<file path="config.mk">
export PLATFORM = sky130hd
export DESIGN_NAME = mpc_inflight_tracker_flat
export DESIGN_NICKNAME = d
export VERILOG_FILES = /design/src/rtl/mpc_inflight_tracker_pkg.sv /design/src/rtl/mpc_inflight_tracker_if.sv /design/src/rtl/mpc_inflight_tracker_entry.sv /design/src/rtl/mpc_inflight_tracker.sv /design/src/flat_wrapper.sv
export SDC_FILE = /design/constraint.sdc
export NUM_CORES = 1
export LEC_CHECK = 0
export CORE_MARGIN = 2
export CORE_UTILIZATION = 55
export CTS_CLUSTER_SIZE = 25
export DETAILED_ROUTE_END_ITERATION = 7
export GPL_TIMING_DRIVEN = 0
export PLACE_DENSITY = 0.73
export SETUP_SLACK_MARGIN = 0.2
export SYNTH_ARGS = -nofsm -noshare
export SYNTH_HDL_FRONTEND = slang
export SYNTH_SLANG_ARGS = --single-unit
</file>
<file path="constraint.sdc">
create_clock -name clk -period 7.6 [get_ports clk]
set_input_delay 1.52 -clock clk [delete_from_list [all_inputs] [get_ports clk]]
set_output_delay 1.52 -clock clk [all_outputs]
set_load 0.05 [all_outputs]
</file>
<file path="src/rtl/mpc_inflight_tracker_pkg.sv">
// Shared types and configuration helpers for the in-flight refill tracker.
// Cache geometry is carried as a packed config struct built from user-level settings.
package mpc_inflight_tracker_pkg;

    typedef struct packed {
        int unsigned sets;
        int unsigned ways;
        int unsigned clWidth;
        int unsigned clWordWidth;
    } mpc_user_cfg_t;

    typedef struct packed {
        int unsigned sets;
        int unsigned ways;
        int unsigned setWidth;
        int unsigned wayIndexWidth;
        int unsigned nlineWidth;
        int unsigned clWidth;
        int unsigned clWordWidth;
    } mpc_cfg_t;

    localparam mpc_user_cfg_t MpcDefaultUserCfg = '{
        sets: 8, ways: 4, clWidth: 128, clWordWidth: 64
    };

    typedef enum logic [1:0] {
        IFL_IDLE = 2'd0,
        IFL_PEND = 2'd1,
        IFL_FILL = 2'd2
    } inflight_state_e;

    function automatic mpc_cfg_t mpcBuildConfig(input mpc_user_cfg_t u);
        mpc_cfg_t c;
        c.sets          = u.sets;
        c.ways          = u.ways;
        c.setWidth      = (u.sets > 1) ? $clog2(u.sets) : 1;
        c.wayIndexWidth = (u.ways > 1) ? $clog2(u.ways) : 1;
        c.nlineWidth    = c.setWidth + c.wayIndexWidth;
        c.clWidth       = u.clWidth;
        c.clWordWidth   = u.clWordWidth;
        return c;
    endfunction

    // A line narrower than one memctl word still takes a single beat.
    function automatic int mpcBeatsPerLine(input mpc_cfg_t c);
        if (c.clWordWidth == 0 || c.clWidth <= c.clWordWidth) return 1;
        return int'(c.clWidth / c.clWordWidth);
    endfunction

endpackage

</file>
<file path="src/rtl/mpc_inflight_tracker_if.sv">
// Bundle of HTU allocation/lookup and memctl refill signals around the tracker.
// master drives requests and beats; slave is the tracker itself.
interface mpc_inflight_tracker_if #(
    parameter int SetW      = 3,
    parameter int WayW      = 2,
    parameter int NumLookup = 2,
    parameter int CntW      = 3
);
    localparam int NlineW = SetW + WayW;

    logic                 alloc_valid;
    logic                 alloc_ready;
    logic [SetW-1:0]      alloc_set;
    logic [WayW-1:0]      alloc_way;
    logic [SetW-1:0]      lookup_set [NumLookup];
    logic [WayW-1:0]      lookup_way [NumLookup];
    logic [NumLookup-1:0] inflight_flg;
    logic                 memctl_refill_valid;
    logic [NlineW-1:0]    memctl_refill_id;
    logic                 refill_done_valid;
    logic [NlineW-1:0]    refill_done_id;
    logic [CntW-1:0]      outstanding_cnt;
    logic                 err_dup_alloc;
    logic                 err_stray_beat;

    modport master (
        output alloc_valid, alloc_set, alloc_way, lookup_set, lookup_way,
               memctl_refill_valid, memctl_refill_id,
        input  alloc_ready, inflight_flg, refill_done_valid, refill_done_id,
               outstanding_cnt, err_dup_alloc, err_stray_beat
    );

    modport slave (
        input  alloc_valid, alloc_set, alloc_way, lookup_set, lookup_way,
               memctl_refill_valid, memctl_refill_id,
        output alloc_ready, inflight_flg, refill_done_valid, refill_done_id,
               outstanding_cnt, err_dup_alloc, err_stray_beat
    );

endinterface

</file>
<file path="src/rtl/mpc_inflight_tracker_entry.sv">
// State of one cache line's refill: IDLE/PEND/FILL plus a beat counter.
// done/err outputs are registered one-cycle pulses; fin_o flags the final beat combinationally.
module mpc_inflight_tracker_entry
    import mpc_inflight_tracker_pkg::*;
#(
    parameter int BeatsPerLine = 2
) (
    input  logic clk,
    input  logic rst,
    input  logic alloc_i,
    input  logic beat_i,
    output logic busy_o,
    output logic fin_o,
    output logic done_o,
    output logic err_dup_o,
    output logic err_stray_o
);
    localparam int              BeatW    = (BeatsPerLine > 1) ? $clog2(BeatsPerLine) : 1;
    localparam logic [BeatW-1:0] LastBeat = BeatW'(BeatsPerLine - 1);

    inflight_state_e  state_q, state_d;
    logic [BeatW-1:0] beat_q, beat_d;
    logic             done_q, done_d;
    logic             dup_q, dup_d;
    logic             stray_q, stray_d;

    always_ff @(posedge clk or posedge rst) begin
        if (rst) begin
            state_q <= IFL_IDLE;
            beat_q  <= '0;
            done_q  <= 1'b0;
            dup_q   <= 1'b0;
            stray_q <= 1'b0;
        end else begin
            state_q <= state_d;
            beat_q  <= beat_d;
            done_q  <= done_d;
            dup_q   <= dup_d;
            stray_q <= stray_d;
        end
    end

    // An alloc and a beat in the same cycle are both judged against the current state.
    always_comb begin
        state_d = state_q;
        beat_d  = beat_q;
        done_d  = 1'b0;
        dup_d   = 1'b0;
        stray_d = 1'b0;
        fin_o   = 1'b0;
        unique case (state_q)
            IFL_IDLE: begin
                if (alloc_i) state_d = IFL_PEND;
                if (beat_i)  stray_d = 1'b1;
            end
            IFL_PEND, IFL_FILL: begin
                if (alloc_i) dup_d = 1'b1;
                if (beat_i) begin
                    if (beat_q == LastBeat) begin
                        fin_o   = 1'b1;
                        beat_d  = '0;
                        state_d = IFL_IDLE;
                        done_d  = 1'b1;
                    end else begin
                        beat_d  = beat_q + BeatW'(1);
                        state_d = IFL_FILL;
                    end
                end
            end
            default: begin
                state_d = IFL_IDLE;
                beat_d  = '0;
            end
        endcase
    end

    assign busy_o      = (state_q != IFL_IDLE);
    assign done_o      = done_q;
    assign err_dup_o   = dup_q;
    assign err_stray_o = stray_q;

endmodule

</file>
<file path="src/rtl/mpc_inflight_tracker.sv">
// Tracks every (set,way) with an outstanding memctl refill so the HTU can stall hits on it.
// One entry per line, N combinational lookup ports, bounded outstanding count with backpressure.
module mpc_inflight_tracker
    import mpc_inflight_tracker_pkg::*;
#(
    parameter mpc_cfg_t Cfg             = mpcBuildConfig(MpcDefaultUserCfg),
    parameter type      setWidth_t      = logic [Cfg.setWidth-1:0],
    parameter type      wayIndexWidth_t = logic [Cfg.wayIndexWidth-1:0],
    parameter type      nlineWidth_t    = logic [Cfg.nlineWidth-1:0],
    parameter int       NumLookup       = 2,
    parameter int       MaxOutstanding  = 4,
    parameter int       BeatsPerLine    = mpcBeatsPerLine(Cfg)
) (
    input logic                   clk,
    input logic                   rst,
    mpc_inflight_tracker_if.slave bus
);
    localparam int Sets       = int'(Cfg.sets);
    localparam int Ways       = int'(Cfg.ways);
    localparam int SetW       = int'(Cfg.setWidth);
    localparam int NlineW     = int'(Cfg.nlineWidth);
    localparam int NumEntries = Sets * Ways;
    localparam int CntW       = $clog2(MaxOutstanding + 1);

    logic [NumEntries-1:0]                ent_alloc, ent_beat;
    logic [NumEntries-1:0]                busy, fin, done, err_dup, err_stray;
    logic [NumLookup-1:0][NumEntries-1:0] hit;
    logic [NlineW-1:0][NumEntries-1:0]    id_mask;
    logic [CntW-1:0]                      cnt_q, cnt_d;
    logic                                 alloc_fire, alloc_new, fin_any;
    nlineWidth_t                          beat_id;
    setWidth_t                            beat_set;
    wayIndexWidth_t                       beat_way;

    // Ready depends only on the registered count, so a completion frees the slot one cycle later.
    assign bus.alloc_ready = (cnt_q < CntW'(MaxOutstanding));
    assign alloc_fire      = bus.alloc_valid && bus.alloc_ready;

    assign beat_id  = bus.memctl_refill_id;
    assign beat_set = beat_id[SetW-1:0];
    assign beat_way = beat_id[NlineW-1:SetW];

    for (genvar gw = 0; gw < Ways; gw++) begin : g_way
        for (genvar gs = 0; gs < Sets; gs++) begin : g_set
            localparam int          Idx     = gw * Sets + gs;
            localparam nlineWidth_t EntryId = {wayIndexWidth_t'(gw), setWidth_t'(gs)};

            assign ent_alloc[Idx] = alloc_fire
                                    && (bus.alloc_way == wayIndexWidth_t'(gw))
                                    && (bus.alloc_set == setWidth_t'(gs));
            assign ent_beat[Idx]  = bus.memctl_refill_valid
                                    && (beat_way == wayIndexWidth_t'(gw))
                                    && (beat_set == setWidth_t'(gs));

            mpc_inflight_tracker_entry #(
                .BeatsPerLine(BeatsPerLine)
            ) u_entry (
                .clk        (clk),
                .rst        (rst),
                .alloc_i    (ent_alloc[Idx]),
                .beat_i     (ent_beat[Idx]),
                .busy_o     (busy[Idx]),
                .fin_o      (fin[Idx]),
                .done_o     (done[Idx]),
                .err_dup_o  (err_dup[Idx]),
                .err_stray_o(err_stray[Idx])
            );

            for (genvar gp = 0; gp < NumLookup; gp++) begin : g_hit
                assign hit[gp][Idx] = busy[Idx]
                                      && (bus.lookup_way[gp] == wayIndexWidth_t'(gw))
                                      && (bus.lookup_set[gp] == setWidth_t'(gs));
            end

            // At most one entry completes per cycle, so OR-ing masked ids is a one-hot mux.
            for (genvar gb = 0; gb < NlineW; gb++) begin : g_id
                assign id_mask[gb][Idx] = done[Idx] & EntryId[gb];
            end
        end
    end

    for (genvar gp = 0; gp < NumLookup; gp++) begin : g_lookup
        assign bus.inflight_flg[gp] = |hit[gp];
    end

    for (genvar gb = 0; gb < NlineW; gb++) begin : g_done_id
        assign bus.refill_done_id[gb] = |id_mask[gb];
    end

    assign bus.refill_done_valid = |done;
    assign bus.err_dup_alloc     = |err_dup;
    assign bus.err_stray_beat    = |err_stray;

    // Only allocs into idle entries add to the count; the count equals the number of busy entries.
    assign alloc_new = |(ent_alloc & ~busy);
    assign fin_any   = |fin;

    always_comb begin
        cnt_d = cnt_q;
        if (alloc_new && !fin_any)      cnt_d = cnt_q + CntW'(1);
        else if (!alloc_new && fin_any) cnt_d = cnt_q - CntW'(1);
    end

    always_ff @(posedge clk or posedge rst) begin
        if (rst) cnt_q <= '0;
        else     cnt_q <= cnt_d;
    end

    assign bus.outstanding_cnt = cnt_q;

endmodule

</file>
<file path="src/flat_wrapper.sv">
// flat-port wrapper written by rule: the top's interface ports become plain ports
module mpc_inflight_tracker_flat import mpc_inflight_tracker_pkg::*;
#(
    parameter mpc_cfg_t Cfg             = mpcBuildConfig(MpcDefaultUserCfg),
    parameter type      setWidth_t      = logic [Cfg.setWidth-1:0],
    parameter type      wayIndexWidth_t = logic [Cfg.wayIndexWidth-1:0],
    parameter type      nlineWidth_t    = logic [Cfg.nlineWidth-1:0],
    parameter int       NumLookup       = 2,
    parameter int       MaxOutstanding  = 4,
    parameter int       BeatsPerLine    = mpcBeatsPerLine(Cfg)
)
  (clk, rst, bus_alloc_valid, bus_alloc_set, bus_alloc_way, bus_lookup_set, bus_lookup_way, bus_memctl_refill_valid, bus_memctl_refill_id, bus_alloc_ready, bus_inflight_flg, bus_refill_done_valid, bus_refill_done_id, bus_outstanding_cnt, bus_err_dup_alloc, bus_err_stray_beat);
  mpc_inflight_tracker_if #(.SetW(3), .WayW(2), .NumLookup(NumLookup), .CntW(3)) bus_i ();
  input logic clk;
  input logic rst;
  input wire logic [$bits(bus_i.alloc_valid)-1:0] bus_alloc_valid;
  input wire logic [$bits(bus_i.alloc_set)-1:0] bus_alloc_set;
  input wire logic [$bits(bus_i.alloc_way)-1:0] bus_alloc_way;
  input wire logic [$bits(bus_i.lookup_set)-1:0] bus_lookup_set;
  input wire logic [$bits(bus_i.lookup_way)-1:0] bus_lookup_way;
  input wire logic [$bits(bus_i.memctl_refill_valid)-1:0] bus_memctl_refill_valid;
  input wire logic [$bits(bus_i.memctl_refill_id)-1:0] bus_memctl_refill_id;
  output wire logic [$bits(bus_i.alloc_ready)-1:0] bus_alloc_ready;
  output wire logic [$bits(bus_i.inflight_flg)-1:0] bus_inflight_flg;
  output wire logic [$bits(bus_i.refill_done_valid)-1:0] bus_refill_done_valid;
  output wire logic [$bits(bus_i.refill_done_id)-1:0] bus_refill_done_id;
  output wire logic [$bits(bus_i.outstanding_cnt)-1:0] bus_outstanding_cnt;
  output wire logic [$bits(bus_i.err_dup_alloc)-1:0] bus_err_dup_alloc;
  output wire logic [$bits(bus_i.err_stray_beat)-1:0] bus_err_stray_beat;
  assign bus_i.alloc_valid = bus_alloc_valid;
  assign bus_i.alloc_set = bus_alloc_set;
  assign bus_i.alloc_way = bus_alloc_way;
  assign bus_i.lookup_set = {>>{bus_lookup_set}};
  assign bus_i.lookup_way = {>>{bus_lookup_way}};
  assign bus_i.memctl_refill_valid = bus_memctl_refill_valid;
  assign bus_i.memctl_refill_id = bus_memctl_refill_id;
  assign bus_alloc_ready = bus_i.alloc_ready;
  assign bus_inflight_flg = bus_i.inflight_flg;
  assign bus_refill_done_valid = bus_i.refill_done_valid;
  assign bus_refill_done_id = bus_i.refill_done_id;
  assign bus_outstanding_cnt = bus_i.outstanding_cnt;
  assign bus_err_dup_alloc = bus_i.err_dup_alloc;
  assign bus_err_stray_beat = bus_i.err_stray_beat;
  mpc_inflight_tracker #(.Cfg(Cfg), .setWidth_t(setWidth_t), .wayIndexWidth_t(wayIndexWidth_t), .nlineWidth_t(nlineWidth_t), .NumLookup(NumLookup), .MaxOutstanding(MaxOutstanding), .BeatsPerLine(BeatsPerLine)) u_core (.clk(clk), .rst(rst), .bus(bus_i));
endmodule
</file>
==> Word level (Yosys, flattened, before mapping) <==
Index checks and enable logic that the tools add are counted.
{ "totals": {"ff_bits": 195, "in_bits": 24, "out_inout_bits": 14, "elab_cells": 1234} }
{ "op_classes": {"addsub": 34, "magnitude_cmp": 1, "n_eq_ne": 168, "mux": 450, "bitwise": 34, "reduce_logical": 386} }
{ "ops": {"columns": ["op", "count"], "rows": [
  ["$mux W1", 288],
  ["$reduce_or A32 Y1", 7],
  ["$logic_and A1 B1 Y1", 203],
  ["$mux W2", 96],
  ["$ne A2 B2 Y1 const B", 64],
  ["$pmux W2 S2", 32],
  ["$reduce_and A2 Y1", 64],
  ["$eq A2 B2 Y1 const B", 40],
  ["$reduce_or A16 Y1", 5],
  ["$eq A2 B1 Y1 const B", 36],
  ["$logic_not A2 Y1", 36],
  ["$reduce_bool A2 Y1", 33],
  ["$pmux W1 S2", 32],
  ["$reduce_or A2 Y1", 32],
  ["$eq A3 B3 Y1 const B", 16],
  ["$add A1 B1 Y1 const B", 32],
  ["$and A32 B32 Y32", 1],
  ["$not A1 Y1", 32],
  ["$not A32 Y32", 1],
  ["$eq A3 B2 Y1 const B", 8],
  ["$eq A3 B1 Y1 const B", 4],
  ["$logic_not A3 Y1", 4],
  ["$mux W3", 2],
  ["$add A3 B1 Y3 const B", 1],
  ["3 further kinds", 4]
]} }

==> Longest topological paths before layout <==
{ "logic_depth": {"word_depth": 10, "ltp_mapped": 13} }

==> Cells and area by module <==
Synthesis repeated with hierarchy kept, for this count alone.
{ "unflattened": {"cells_unflattened": 1086, "area_unflattened_um2": 11033.1} }
{ "modules_own_cells": {"columns": ["module", "instances", "cells_per_inst", "area_per_inst_um2", "seq_area_each_um2"], "rows": [
  ["mpc_inflight_tracker_entry", 32, 25, 286.5, 150.1],
  ["mpc_inflight_tracker", 1, 286, 1864.3, 75.1]
]} }

==> Least setup slack after synthesis <==
OpenSTA, ideal clock, no wires.
{ "synth_path": {"path_type": "input-to-output", "startpoint": "input port bus_lookup_set[0]", "endpoint": "output port bus_inflight_flg[1]", "t_arrival_ns": 3.722, "slack_ns": 2.358, "cell_stages": 7, "cell_sequence": "clkbuf_1 clkbuf_1 nor2b_1 a21oi_1 o21ai_0 o21ai_0 o21ai_0"} }
{ "synth_via": {"elab_chain_len": 3, "word_cells_on_any_way": 41, "cone_classes": "7 x eq/ne; 34 x reduce/logical"} }
{ "synth_lines": {"columns": ["item", "line_no", "text"], "rows": [
  ["start, declared", "flat_wrapper.sv:19", "input wire logic [$bits(bus_i.lookup_set)-1:0] bus_lookup_set;"],
  ["$eq A3 B1 Y1 (tied with other cells)", "mpc_inflight_tracker.sv:72", "&& (bus.lookup_set[gp] == setWidth_t'(gs));"],
  ["$logic_and A1 B1 Y1", "mpc_inflight_tracker.sv:72", null],
  ["$reduce_or A32 Y1 *", "mpc_inflight_tracker.sv:83", "assign bus.inflight_flg[gp] = |hit[gp];"],
  ["end, declared", "flat_wrapper.sv:24", "output wire logic [$bits(bus_i.inflight_flg)-1:0] bus_inflight_flg;"]
]} }
Mark *: on every way between the ends. The rest lies on a longest branch, timed or not.

==> Worst setup path after layout <==
{ "layout_path": {"startpoint": "input port bus_lookup_set[1]", "endpoint": "output port bus_inflight_flg[1]"} }
Same word-level chain as after synthesis.

==> flow_summary.json <==
{
  "route.detailed.vias_per_inst": 6.10,
  "regToRegSetupSlack_ns": 3.86,
  "clock_insertion_delay_at_the_later_pin_of_the_skew_report_ns": 0.44,
  "maxCapViolCount": 0,
  "antenna_cells": 0,
  "core-area_sq_um": 19300,
  "ys_ff_latch": 195,
  "critPathMaxStageDelay_ns": 0.85,
  "final-hold-violation-count": 0,
  "gp_weighted_congestion": 0.971,
  "final-instance-count-excl-fill": 1388,
  "total_power_mw": 4.42,
  "top_cell_types_by_occurrence_after_synthesis": "dfrtp_1 (195), nand2_1 (136), inv_1 (107), ha_1 (95)",
  "hold-path-cell-count": 1,
  "crit_chain": "clkdlybuf4s50_1, buf_1, o2111ai_1, o311ai_0, o21ai_0, o21ai_0, clkdlybuf4s50_1",
  "cts-hold-fix-buffers": 0,
  "worst_hold_path.endpoint": "u_core.g_way[1].g_set[2].u_entry.state_q[0]",
  "maxSlewViolCount": 0,
  "synth.distinct_cells": 64,
  "startpoint_type": "primary input",
  "worst_path_max_delay_cell": "clkdlybuf4s50_1",
  "layout-drive-gt1-share_pct": 11.0,
  "p_leak_nw": 5.82,
  "first_iter_violations": 760,
  "cp.required_ns": 6.08,
  "timing_worst_slew_pin_value_ns": 1.05,
  "power.density_nw_per_um2": 368,
  "crit-reg2reg-launch": "u_core.g_way[3].g_set[1].u_entry.state_q[0]",
  "nets": 1230,
  "cp_data_arrival_time_ns": 4.11,
  "multi_input_area_sq_um": 5350,
  "initial_utilization_pct": 55.5,
  "reg2reg_depth": 13,
  "finalInstanceArea_sq_um": 12000,
  "yosys_warnings": 0,
  "min_period_over_period_pct": 74.1,
  "overflow": 0,
  "post_cts_resize_count": 0,
  "synth_largest_area_cell": "dfrtp_1",
  "routed-via-count": 8466,
  "tritoncts": "built",
  "timing.final.setup_violations": 0,
  "grt_pass1_vias": 8087,
  "design.die.area_sq_um": 20600,
  "netlist_top_cells_area": "dfrtp_1 (45%), ha_1 (11%), mux2_2 (5.8%)",
  "fp.dieH_um": 144,
  "type_of_the_worst_min_delay_path": "register to register",
  "rsz0062_at_grt": "no",
  "port_buffers": 34,
  "number_of_flops_mapped_to_enable_cells_by_yosys": 0,
  "synth_top_area_share_pct": 45.5,
  "dpl.cell_count": 1355,
  "antenna_found_initial": 0,
  "timing.hold.worst.start": "u_core.g_way[1].g_set[2].u_entry.state_q[0]",
  "critPathMaxFanout": 10,
  "clockBufferDepth": 2,
  "min_period_ns": 5.63,
  "fmax_mhz": 177,
  "htree_levels": 4,
  "postSynthNetCount": 1175,
  "remaining_drc_errors": 0,
  "synth_flop_cell": "dfrtp_1",
  "clock_root_buffer_master": "clkbuf_16",
  "drt_pre_antenna_iters": 5,
  "syn-instance-count": 1055,
  "cts_setup_buffers": 0,
  "status": "complete, no violations",
  "netlist_area_sq_um": 10700,
  "cts.reportedPaths.clkPinSlew_ns": 0.07,
  "criticalPathCategory": "primary input to output port",
  "slew_headroom_pct": 30.1,
  "critPathTopFamily": "buffers and inverters",
  "detailedPlacementHpwl_mm": 21.4,
  "yosys.cell_count.top_type": "dfrtp_1",
  "synth_seq_area_share_pct": 45.5,
  "drt_wl_total_mm": 28.5,
  "die_width_um": 144,
  "area_growth_pct": 12.1,
  "r2r_end": "u_core.bus.outstanding_cnt[2]",
  "grt_pass1_wl_mm": 44.1,
  "end_kind": "output port",
  "nFillCells": 1613,
  "maximum_number_of_pins_on_one_net_before_global_route_repair": 118,
  "global_route.usage.total_pct": 28.7,
  "rows": 51,
  "post_synth.cell_area_avg_sq_um": 10.2,
  "ant_nets": 0,
  "tritoncts_num_sinks": 195,
  "num_io_pins": 38,
  "finalClockSkew_ns": 0.0112,
  "peakVddDrop_uv": 223,
  "placedInstanceArea_sq_um": 11500,
  "routed_wire_length_per_instance_um": 20.5,
  "regArea_sq_um": 4880,
  "cts-buffers-inserted": 17,
  "asyncSetResetFlopFracSynth_pct": 100,
  "critPathBufInv": 3
}
[sequential cells by signal, summed over array words and instances, names as in the netlist]
register                                count
u_core.g_way.g_set.u_entry.err_dup_o       32
u_core.g_way.g_set.u_entry.beat_q          32
u_core.g_way.g_set.u_entry.done_o          32
u_core.bus.outstanding_cnt                  3
u_core.g_way.g_set.u_entry.err_stray_o     32
u_core.g_way.g_set.u_entry.state_q         64
[worst register-to-register path, stage by stage (launching register included)]
cell	delay, ns
dfrtp_1	0.37
inv_1	0.07
ha_1	0.37
nand2_1	0.18
nor3_1	0.09
or4_1	0.53
or4_1	0.42
nor4_2	0.54
ha_1	0.28
inv_1	0.06
fa_1	0.37
xor2_1	0.15
nor2_1	0.11
xnor2_1	0.13
[layout make-up]
| cell class | count | share of cell area [%] |
|---|---|---|
| Clock buffer | 17 | 3.54 |
| Timing Repair Buffer | 36 | 3.10 |
| Inverter | 107 | 3.40 |
| Buffer | 28 | 0.998 |
| Clock inverter | 15 | 1.23 |
| Multi-Input combinational cell | 725 | 44.4 |
| Tap cell | 265 | 2.76 |
| Sequential cell | 195 | 40.6 |
[per-stage QoR]
step	TNS [ns]	hold WS [ns]	setup WS (ns)	utilization, %
2_1_floorplan	0	0.464	0.768	-
3_3_place_gp	-345.64	0.477	-1.78	59.0
3_5_place_dp	0	0.491	2.03	59.2
4_1_cts	0	0.507	2.00	62.2
5_1_grt	0	0.515	1.85	62.2
6_report	0	0.505	1.97	62.2
[power breakdown]
group          total, mW  internal [mW]  switching, mW
clock network      0.894          0.461          0.433
logic               2.14          0.926           1.21
registers           1.39           1.24          0.146
[per-layer routing]
layer  track usage [%]  wire (um)
met5                 0          0
met1              39.5      12000
met3              6.50       2610
met4              11.7       1150
met2              44.1      12800
[layout by cell type, fill, tap and decap left out, types with 31 or more instances in the layout]
cell type / Yosys / final
nor2_1: 56 / 56
ha_1: 95 / 95
and3_1: 56 / 56
inv_1: 107 / 106
clkdlybuf4s50_1: 0 / 34
nand2_1: 136 / 136
nor4_1: 31 / 31
dfrtp_1: 195 / 195
mux2_2: 55 / 55
a21oi_1: 37 / 37
[how the worst max path moves through the flow]
stage / startpoint / end / slack [ns] / cells after the start
floorplan: rst / u_core.bus.outstanding_cnt[0] / 0.77 / 1
global placement: rst / u_core.g_way[1].g_set[0].u_entry.state_q[1] / -1.78 / 2
detailed placement: bus_lookup_set[0] / bus_inflight_flg[1] / 2.03 / 8
CTS: bus_lookup_set[1] / bus_inflight_flg[1] / 2.00 / 7
global route: bus_lookup_set[0] / bus_inflight_flg[1] / 1.85 / 8
finish: bus_lookup_set[1] / bus_inflight_flg[1] / 1.97 / 7
[cell families (layout without fill, tap and decap cells)]
logic type	after synthesis	count (layout)	share of synthesized area, %
DFF	195	195	45.5
buffers and inverters	135	203	4.86
xor gates and xnor gates	3	3	0.245
AOI/OAI and AO/OA	162	162	11.0
adders and majority gates	96	96	11.3
muxes	74	74	8.25
and+or+nand+nor	390	390	18.9
Note: power is estimated with default switching activity, not from simulation.
